<file path="config.mk">
export PLATFORM = sky130hd
export DESIGN_NAME = board_input_cond
export DESIGN_NICKNAME = d
export VERILOG_FILES = /design/src/rtl/board_input_cond.sv
export SDC_FILE = /design/constraint.sdc
export NUM_CORES = 1
export LEC_CHECK = 0
export CAP_MARGIN = 10
export CORE_MARGIN = 4
export CORE_UTILIZATION = 58
export CTS_CLUSTER_SIZE = 30
export DETAILED_ROUTE_END_ITERATION = 6
export PLACE_DENSITY_LB_ADDON = 0.08
export SYNTH_ARGS = -nofsm -noshare
export SYNTH_HDL_FRONTEND = slang
export SYNTH_SLANG_ARGS = --single-unit
</file>
<file path="constraint.sdc">
create_clock -name CLK -period 2.4 [get_ports CLK]
set_input_delay 0.48 -clock CLK [delete_from_list [all_inputs] [get_ports CLK]]
set_output_delay 0.48 -clock CLK [all_outputs]
set_load 0.1 [all_outputs]
</file>
<file path="src/rtl/board_input_cond.sv">
// Input conditioning for the board's push-buttons and slide switches: 2-flop sync, per-bit debounce, edge pulses.
// Optional key auto-repeat is built when the macro AUTO_REPEAT_EN is defined.
module board_input_cond #(
  parameter int DEBOUNCE_CYCLES = 50000,
  parameter int CNT_W           = 16,
  parameter int KEY_ACTIVE_LOW  = 1,
  parameter int REPEAT_DELAY    = 25000000,
  parameter int REPEAT_PERIOD   = 5000000
) (
  input  logic       CLK,
  input  logic       RST,
  input  logic [1:0] KEY_RAW,
  input  logic [9:0] SW_RAW,
  output logic [1:0] KEY_DB,
  output logic [1:0] KEY_PRESS,
  output logic [1:0] KEY_RELEASE,
  output logic [9:0] SW_DB,
  output logic [9:0] SW_CHG
);

  localparam int               NB       = 12;  // bits [1:0] keys, [11:2] switches
  localparam logic [1:0]       KEY_IDLE = (KEY_ACTIVE_LOW != 0) ? 2'b11 : 2'b00;
  localparam logic [CNT_W-1:0] CNT_MAX  = CNT_W'(DEBOUNCE_CYCLES - 1);

  if (DEBOUNCE_CYCLES < 1 || (DEBOUNCE_CYCLES - 1) >= (1 << CNT_W) ||
      REPEAT_DELAY < 1 || REPEAT_PERIOD < 1) begin : g_bad_cfg
    $error("board_input_cond: illegal parameter combination");
  end

  logic [1:0]       r_key_s1, r_key_s2;
  logic [9:0]       r_sw_s1, r_sw_s2;
  logic [NB-1:0]    w_sync;
  logic [NB-1:0]    r_stable;
  logic [NB-1:0]    w_accept;
  logic [CNT_W-1:0] r_cnt [NB];
  logic [1:0]       r_key_press, r_key_release;
  logic [9:0]       r_sw_chg;
  logic [1:0]       w_rep_fire;

  // Keys idle at their released pin level so reset never looks like a press.
  always_ff @(posedge CLK or negedge RST) begin
    if (!RST) begin
      r_key_s1 <= KEY_IDLE;
      r_key_s2 <= KEY_IDLE;
      r_sw_s1  <= '0;
      r_sw_s2  <= '0;
    end else begin
      // NOTE: non-blocking assignments let every flop sample pre-edge values, which is what makes this a real 2-stage chain.
      r_key_s1 <= KEY_RAW;
      r_key_s2 <= r_key_s1;
      r_sw_s1  <= SW_RAW;
      r_sw_s2  <= r_sw_s1;
    end
  end

  assign w_sync = {r_sw_s2, (KEY_ACTIVE_LOW != 0) ? ~r_key_s2 : r_key_s2};

  always_comb begin
    // NOTE: default first so no path through the loop leaves a bit unassigned (that would infer a latch).
    w_accept = '0;
    for (int i = 0; i < NB; i++) begin
      w_accept[i] = (w_sync[i] != r_stable[i]) && (r_cnt[i] == CNT_MAX);
    end
  end

  always_ff @(posedge CLK or negedge RST) begin
    if (!RST) begin
      r_stable <= '0;
      // NOTE: the counter array is a bank of flops, not RAM, so it is reset like any other state.
      for (int i = 0; i < NB; i++) r_cnt[i] <= '0;
    end else begin
      for (int i = 0; i < NB; i++) begin
        if (w_sync[i] == r_stable[i]) begin
          r_cnt[i] <= '0;
        end else if (w_accept[i]) begin
          r_stable[i] <= w_sync[i];
          r_cnt[i]    <= '0;
        end else begin
          r_cnt[i] <= r_cnt[i] + 1'b1;
        end
      end
    end
  end

  // Pulses are registered alongside r_stable so they coincide with the level change.
  always_ff @(posedge CLK or negedge RST) begin
    if (!RST) begin
      r_key_press   <= '0;
      r_key_release <= '0;
      r_sw_chg      <= '0;
    end else begin
      r_key_press   <= (w_accept[1:0] & w_sync[1:0]) | w_rep_fire;
      r_key_release <= w_accept[1:0] & ~w_sync[1:0];
      r_sw_chg      <= w_accept[NB-1:2];
    end
  end

`ifdef AUTO_REPEAT_EN
  localparam int               REP_MAX = (REPEAT_DELAY > REPEAT_PERIOD) ? REPEAT_DELAY : REPEAT_PERIOD;
  localparam int               REP_W   = $clog2(REP_MAX + 1);
  localparam logic [REP_W-1:0] REP_DLY = REP_W'(REPEAT_DELAY - 1);
  localparam logic [REP_W-1:0] REP_PER = REP_W'(REPEAT_PERIOD - 1);

  logic [REP_W-1:0] r_rep [2];
  logic [1:0]       r_rep_first;

  // No repeat in the release cycle: a pending acceptance on a held key is always a release.
  always_comb begin
    w_rep_fire = '0;
    for (int k = 0; k < 2; k++) begin
      if (r_stable[k] && !w_accept[k]) begin
        w_rep_fire[k] = r_rep_first[k] ? (r_rep[k] == REP_DLY) : (r_rep[k] == REP_PER);
      end
    end
  end

  always_ff @(posedge CLK or negedge RST) begin
    if (!RST) begin
      r_rep_first <= '1;
      for (int k = 0; k < 2; k++) r_rep[k] <= '0;
    end else begin
      for (int k = 0; k < 2; k++) begin
        if (!r_stable[k] || w_accept[k]) begin
          r_rep[k]       <= '0;
          r_rep_first[k] <= 1'b1;
        end else if (w_rep_fire[k]) begin
          r_rep[k]       <= '0;
          r_rep_first[k] <= 1'b0;
        end else begin
          r_rep[k] <= r_rep[k] + 1'b1;
        end
      end
    end
  end
`else
  assign w_rep_fire = '0;
`endif

  assign KEY_DB      = r_stable[1:0];
  assign SW_DB       = r_stable[NB-1:2];
  assign KEY_PRESS   = r_key_press;
  assign KEY_RELEASE = r_key_release;
  assign SW_CHG      = r_sw_chg;

endmodule

</file>
[Word-level counts from Yosys, hierarchy flattened]
Index checks and enable logic that the tools add are counted.
Word-level totals
  memories kept: 0
  word-level logic and storage cells: 143
  output and inout bits: 26
  bits in registers: 242
  latch bits: 0
  bits in writable memories: 0
  bits in read-only memories: 0
Cells by class
  divide/modulo/power cells: 0
  eq/ne operators: 36
  bitwise operators: 16
  add/sub/neg operators: 12
  reduce and logical (&&, ||, !) cells: 24
  order comparisons: 0
  mux-type cells: 24
  shifts and indexed selects: 0
  multiply operators: 0
Operator list (number)
  16-bit two-way mux: 24
  16-bit by 1-bit adder with 16-bit output, second input constant: 12
  16-bit == test, second input constant: 12
  2-bit AND reduction: 12
  1-bit == test: 12
  1-bit logical AND: 12
  1-bit inequality test: 12
  1-bit inverter: 12
  2-bit bitwise AND: 2
  2-bit inverter: 2

[Depth between registers and ports, before layout]
Gate-level depths: netlist (run 1).
  depth after elaboration: 5
  mapped depth: 7
  depth with buffers taken out: 5

[Worst setup path after synthesis (run 1)]
No wires, ideal clock.
  kind: reg2reg
  start point: register r_cnt[84] in the netlist's numbering
  end point: register r_stable[6]
  required time: 2.274 ns
  arrival: 1.811 ns
  cell stages (with the launch flop): 5
  slack: 0.463 ns
  library setup time: 0.126 ns
  cell sequence: dfrtp_1 buf_6 or4b_1 or4_4 mux2_4
On the way
  longest elaborated chain between the ends: 3
RTL lines
  start, declared: line 35  | logic [CNT_W-1:0] r_cnt [NB];
  start signal, assigned by index: line 79  | r_cnt[i] <= r_cnt[i] + 1'b1;
  16-bit == test: line 62  | w_accept[i] = (w_sync[i] != r_stable[i]) && (r_cnt[i] == CNT_MAX);
  1-bit logical AND: line 62
  2-bit AND reduction (no line)
  end signal, assigned by index: line 76  | r_stable[i] <= w_sync[i];
  end, declared: line 33  | logic [NB-1:0] r_stable;
No other way between the ends.
A chain may end at the register's enable or synchronous reset.

[Worst setup path in the final report (run 1)]
  start point: register r_cnt[96] in the netlist's numbering
  end point: register r_cnt[100] in the netlist's numbering
On the way
  longest elaborated chain between the ends: 4
  elaborated cells between the ends (all ways): 5
  those cells by class: add/sub: 1; eq/ne: 1; mux: 2; reduce/logical: 1
RTL lines
  parallel branches: the longest is 2 deep, another holds 16-bit by 1-bit adder with 16-bit output
  16-bit two-way mux *: line 75  | end else if (w_accept[i]) begin
  16-bit two-way mux *: line 73  | if (w_sync[i] == r_stable[i]) begin
Mark *: on every way between the ends.

==> impl_metrics.json, run 1 <==
{
  "final_nets": 1133,
  "hpwl_um": 12600,
  "synthesis.nets": 1083,
  "finalInstanceArea_mm2": 0.0126,
  "synth-edff-count": 0,
  "drive_gt1_frac": 0.0994,
  "fin_skew_ns": 0.00943,
  "min-delay-path-class": "flop to flop",
  "fp.dieH_um": 147,
  "antenna_cells": 0,
  "cts.repair.resized": 0,
  "insertion_delay_ns": 0.52,
  "setup-tns-final_ns": 0,
  "coreArea_mm2": 0.0188,
  "relSlewSlack": 0.646,
  "drtPass1Iterations": 4,
  "synth_ff_type": "dfrtp_1",
  "worst_path_largest_cell_delay_ns": 0.58,
  "ios": 40,
  "place_congestion": 0.814,
  "maxSlewViolCount": 0,
  "route.detailed.drc": 0,
  "hold_viol_final": 0,
  "synth_cell_types": 45,
  "rows": 50,
  "start_kind": "flop",
  "fin_total_pwr_uw": 8680,
  "avgRoutedWirePerCell_um": 14.1,
  "p_leak_uw": 0.00521,
  "post-cts-setup-buffers": 0,
  "setup_viol": 0,
  "synth.area.top_cells": "dfrtp_1, xnor2_1, nor2_1, xor2_1, nand4_1",
  "syn_area_per_cell_um2": 10.5,
  "period_share": 0.864,
  "grt_pass1_vias": 7403,
  "grt_max_degree": 66,
  "synth.most_common_cell": "dfrtp_1",
  "dieArea_mm2": 0.0215,
  "post-route-min-period_ns": 2.07,
  "syn_area_mm2": 0.0111,
  "crit_type": "flop to flop",
  "peakVddDrop_v": 0.000495,
  "seq_area_mm2": 0.00606,
  "fmax_mhz": 482,
  "cts.clk_slew.worst_paths_ns": 0.06,
  "cts_tree": "yes",
  "dr.first_iter.drc_count": 298,
  "end_kind": "flop",
  "vias": 7509,
  "antenna_left": 0,
  "cts.sinks": 242,
  "chipWidth_um": 147,
  "timing.reg2reg.setup_slack_ns": 0.33,
  "synth.top_cells.by_count": "dfrtp_1, nor2_1, xnor2_1",
  "path_max_fanout": 15,
  "portBuffers": 39,
  "placed_cells": 1338,
  "fillers": 1458,
  "power_density_mw_per_mm2": 687,
  "synthArstFlopShare": 1.00,
  "placed_area_mm2": 0.0117,
  "tightestPinTransition_ns": 0.530,
  "cts_root_buf": "clkbuf_16",
  "numCtsBuffers": 26,
  "ys_ff_latch": 242,
  "vias_per_cell": 5.41,
  "syn-instance-count": 1057,
  "grt_util_all_layers": 0.187,
  "multi_input_comb_area_mm2": 0.00481,
  "initial_utilization": 0.592,
  "ys_seq_area_frac": 0.544,
  "antenna_found_initial": 0,
  "cp_data_required_time_ns": 2.78,
  "final_cells": 1387,
  "rsz0062_at_grt": "no",
  "yosys.area.top_type_share": 0.535,
  "overflow": 0,
  "yosysWarningCount": 0,
  "critPathArrivalTime_ns": 2.45,
  "area_delta_synth_final_pct": 13.5,
  "cp_cell_sequence": "ha_1 -> nand4_1 -> or4_1 -> nand2_1 -> nor2_1",
  "wl_um": 19500,
  "utilization": 0.672,
  "crit_path_top_delay_cell": "or4_1",
  "h-tree-depth": 1,
  "status": "complete, no violations",
  "grt_pass1_wl_um": 34700,
  "max_cap_viol_count": 0,
  "clockBufferDepth": 3,
  "synth_top_area_cell": "dfrtp_1"
}
==> area by class of cell <==
type	count	share of cell area
clock inverters	12	0.0132
repair buffers	48	0.0346
multi-input cells	764	0.381
inverters	25	0.00742
well taps	260	0.0257
flip-flops and latches	242	0.479
clock buffers	36	0.0593
==> worst paths after layout <==
kind                            start    endpoint  depth (start not counted)
max in group asynchronous         RST   r_cnt[79]                          3
hold reg to reg            r_sw_s1[8]  r_sw_s2[8]                          0
setup reg to reg            r_cnt[96]  r_cnt[100]                          5
setup / recovery            r_cnt[96]  r_cnt[100]                          5
hold / removal             r_sw_s1[8]  r_sw_s2[8]                          0
min in group asynchronous         RST   r_cnt[84]                          2
==> cells in the final DEF, fill, tap and decap left out, drive strengths merged, types with 7 or more instances in the layout <==
cell type,n
and3,21
and4,10
buf,35
clkbuf,36
clkdlybuf4s50,12
dfrtp,238
ha,12
inv,26
mux2,10
nand2,58
nand3,65
nand4,59
nand4bb,8
nor2,204
nor2b,7
nor3,34
nor4,44
nor4bb,7
or3,10
or4,15
or4b,7
xnor2,121
xor2,54
==> worst max-delay path, delay by kind of cell (launching register included) <==
| kind | cells | cell delay, ns |
|---|---|---|
| DFF | 1 | 0.40 |
| and+or+nand+nor | 4 | 1.30 |
| adders and majority gates | 1 | 0.23 |
==> sequential cells by signal, indices dropped and copies added, names as in the netlist <==
name	cells
r_sw_s1	10
r_stable	12
r_sw_s2	10
r_cnt	192
SW_CHG	10
r_key_s2	2
r_key_s1	2
KEY_RELEASE	2
KEY_PRESS	2
==> routing by layer <==
| metal | share of wire | vias to the layer above | track usage |
|---|---|---|---|
| met2 | 0.46 | 87 | 0.300 |
| met1 | 0.49 | 3628 | 0.271 |
| li1 | - | 3762 | - |
| met5 | 0 | - | 0 |
| met3 | 0.032 | 32 | 0.0313 |
| met4 | 0.019 | 0 | 0.0386 |
==> where the power goes <==
group          total (µW)  internal [µW]  switching, µW  leakage (µW)
registers            4220           4150           68.6       0.00329
logic                 264           92.6            171       0.00147
clock network        4200           2610           1590      0.000452
total                8680           6860           1830       0.00521
==> stage by stage <==
| step | worst slack [ns] | hold slack, ns |
|---|---|---|
| 3_3_place_gp | 0.410 | 0.332 |
| 6_report | 0.327 | 0.347 |
| 4_1_cts | 0.306 | 0.347 |
| 5_1_grt | 0.148 | 0.349 |
| 3_5_place_dp | 0.319 | 0.336 |
| 2_1_floorplan | 0.463 | 0.184 |
==> what timing repair did <==
action	CTS	global route
endpoints found under the setup margin	0	0
endpoints found under the hold margin	58	0
hold buffers	1	0
==> cells by family after synthesis <==
kind of cell	Yosys count	synth area share
xor gates and xnor gates	175	0.138
and+or+nand+nor	556	0.265
adders and majority gates	12	0.0135
DFF	242	0.544
buffers and inverters	51	0.0240
muxes	10	0.0108
AOI/OAI and AO/OA	11	0.00561
Power figures use the tool's default switching activity.
==> run 2, diff against run 1 <==
--- a/config.mk
+++ b/config.mk
@@ -8,7 +8,7 @@
 export CAP_MARGIN = 10
 export CORE_MARGIN = 4
 export CORE_UTILIZATION = 58
-export CTS_CLUSTER_SIZE = 30
+export CTS_CLUSTER_SIZE = 10
 export DETAILED_ROUTE_END_ITERATION = 6
 export PLACE_DENSITY_LB_ADDON = 0.08
 export SYNTH_ARGS = -nofsm -noshare
==> constraint.sdc (replaced) <==
create_clock -name CLK -period 2.4 [get_ports CLK]
set_input_delay 0.48 -clock CLK [delete_from_list [all_inputs] [get_ports CLK]]
set_output_delay 0.48 -clock CLK [all_outputs]
set_load 0.01 [all_outputs]
==> run 2 against run 1 <==
Utilization down 0.34 points. Worst setup slack better by 0.0095 ns. Critical path depth is the same. Via count barely moved. Cell count fell by 0.50%. Combinational power about the same. Sequential power about the same. First-iteration DRC count rose by 41%. Sequential share of layout area is 0.24 points higher. Register-to-register slack about the same. Critical endpoint is now r_cnt[109].
==> impl_metrics.json, run 2 (synthesis gave the netlist of run 1 again) <==
{
  "rows": 50,
  "fmax_mhz": 485,
  "setup.worst_path.start": "r_cnt[96]",
  "switching_share": 0.207,
  "wl_um": 18700,
  "post-cts-setup-buffers": 0,
  "insertion_delay_ns": 0.52,
  "clockPowerShare": 0.452,
  "dieArea_mm2": 0.0215,
  "cp_data_required_time_ns": 2.78,
  "netSwitchingPower_uw": 1700,
  "final_common_cell": "dfrtp_1",
  "post-route-min-period_ns": 2.06,
  "route.detailed.drc": 0,
  "setup_viol": 0,
  "grt_pass1_wl_um": 34200,
  "crit_type": "flop to flop",
  "overflow": 0,
  "reg.largest.list": "r_cnt (192), r_stable (12)",
  "fin_hold_ws_ns": 0.342,
  "antenna_left": 0,
  "p_leak_uw": 0.00508,
  "place_congestion": 0.809,
  "pwr-share-seq": 0.516,
  "status": "complete, no violations",
  "cts.clk_slew.worst_paths_ns": 0.06,
  "portBuffers": 39,
  "vias": 7508,
  "cts_root_buf": "clkbuf_16",
  "holdCritStartpoint": "r_sw_s1[2]",
  "pwr-share-comb": 0.032,
  "min-delay-path-class": "flop to flop",
  "h-tree-depth": 1,
  "p_int_uw": 6480,
  "maxSlewViolCount": 0,
  "setup-tns-final_ns": 0,
  "period_share": 0.860,
  "antenna_cells": 0,
  "hpwl_um": 12200,
  "drtPass1Iterations": 5,
  "area_delta_synth_final_pct": 12.9,
  "coreArea_mm2": 0.0188,
  "power_density_mw_per_mm2": 650,
  "end_kind": "flop",
  "path_max_fanout": 15,
  "max_cap_viol_count": 0,
  "critPathArrivalTime_ns": 2.44,
  "final_nets": 1134,
  "mostFrequentLayoutCells": "dfrtp_1, nor2_1, xnor2_1, nand3_1, nand4_1",
  "grt_max_degree": 66,
  "numCtsBuffers": 28,
  "antenna_found_initial": 0,
  "fillers": 1469,
  "clockBufferDepth": 3,
  "initial_utilization": 0.592,
  "timing.rr.start": "r_cnt[96]",
  "largest_reg_flops": 192,
  "rsz0062_at_grt": "no",
  "regMostFlops": "r_cnt",
  "cts.sinks": 242,
  "fin_skew_ns": 0.00709,
  "chipWidth_um": 147,
  "tightestPinTransition_ns": 0.499,
  "fp.dieH_um": 147,
  "drive_gt1_frac": 0.0652,
  "dr.first_iter.drc_count": 419,
  "cts_tree": "yes",
  "vias_per_cell": 5.44,
  "avgRoutedWirePerCell_um": 13.5,
  "start_kind": "flop",
  "hold_viol_final": 0,
  "peakVddDrop_v": 0.000545,
  "grt_util_all_layers": 0.184,
  "grt_pass1_vias": 7312,
  "ios": 40,
  "relSlewSlack": 0.666
}
## run 2: changes by cell type in the layout (fill, tap and decap cells not counted)
cell             delta
clkbuf_8            -2
buf_4              -27
inv_6               -1
bufinv_16           -4
clkbuf_1            +6
clkinvlp_4          -1
clkbuf_16           +2
clkinv_2            -6
clkdlybuf4s50_1    +26
## run 2: path summary, 6_finish.rpt
check	end	slack, ns	cells after the start
min in group asynchronous	r_cnt[91]	0.45	2
max in group asynchronous	r_key_s2[1]	1.24	3
max	r_cnt[109]	0.34	5
min	r_sw_s2[2]	0.34	0
max reg2reg	r_cnt[109]	0.34	5
min reg2reg	r_sw_s2[2]	0.34	0
## run 2: area by class of cell
cell class                      count  area, µm²  area share
Sequential cell                   242       6060       0.482
Multi-Input combinational cell    764       4810       0.383
Clock buffer                       42        795      0.0631
Timing Repair Buffer               47        495      0.0394
Tap cell                          260        325      0.0259
Inverter                           25       93.8     0.00746
## run 2: critical path: stages, from the launching register on
cell and delay, ns:
dfrtp_1 0.39, ha_1 0.22, nand4_1 0.19, or4_1 0.59, nand2_1 0.41, nor2_1 0.12
## run 2: layer usage
metal | share of wire | GRT usage
met1 | 0.48 | 0.267
met3 | 0.040 | 0.0326
met5 | 0 | 0
met4 | 0.017 | 0.0395
met2 | 0.46 | 0.293
## run 2: through the flow
step / instances / utilization / power [µW] / cell area (µm²) / setup WS, ns
6_report: 1380 / 0.668 / 8180 / 12600 / 0.336
5_1_grt: 1380 / 0.668 / 8550 / 12600 / 0.159
4_1_cts: 1380 / 0.668 / 8320 / 12600 / 0.324
3_5_place_dp: 1337 / 0.626 / 4560 / 11800 / 0.350
3_3_place_gp: 1337 / 0.626 / 4560 / 11800 / 0.405
2_1_floorplan: 1057 / - / 4420 / 11100 / 0.464
## run 2: timing repair
action	CTS	global route
hold endpoints to repair	43	0
resized for setup	0	0
hold buffers	1	0
## run 2: power groups by stage
stage                     Clock (µW)  Combinational [µW]  Sequential (µW)
final                           3700                 261             4220
after global routing            4010                 308             4230
after CTS                       3830                 274             4220
after detailed placement           0                 271             4290
after global placement             0                 268             4290
after floorplan                    0                 138             4280
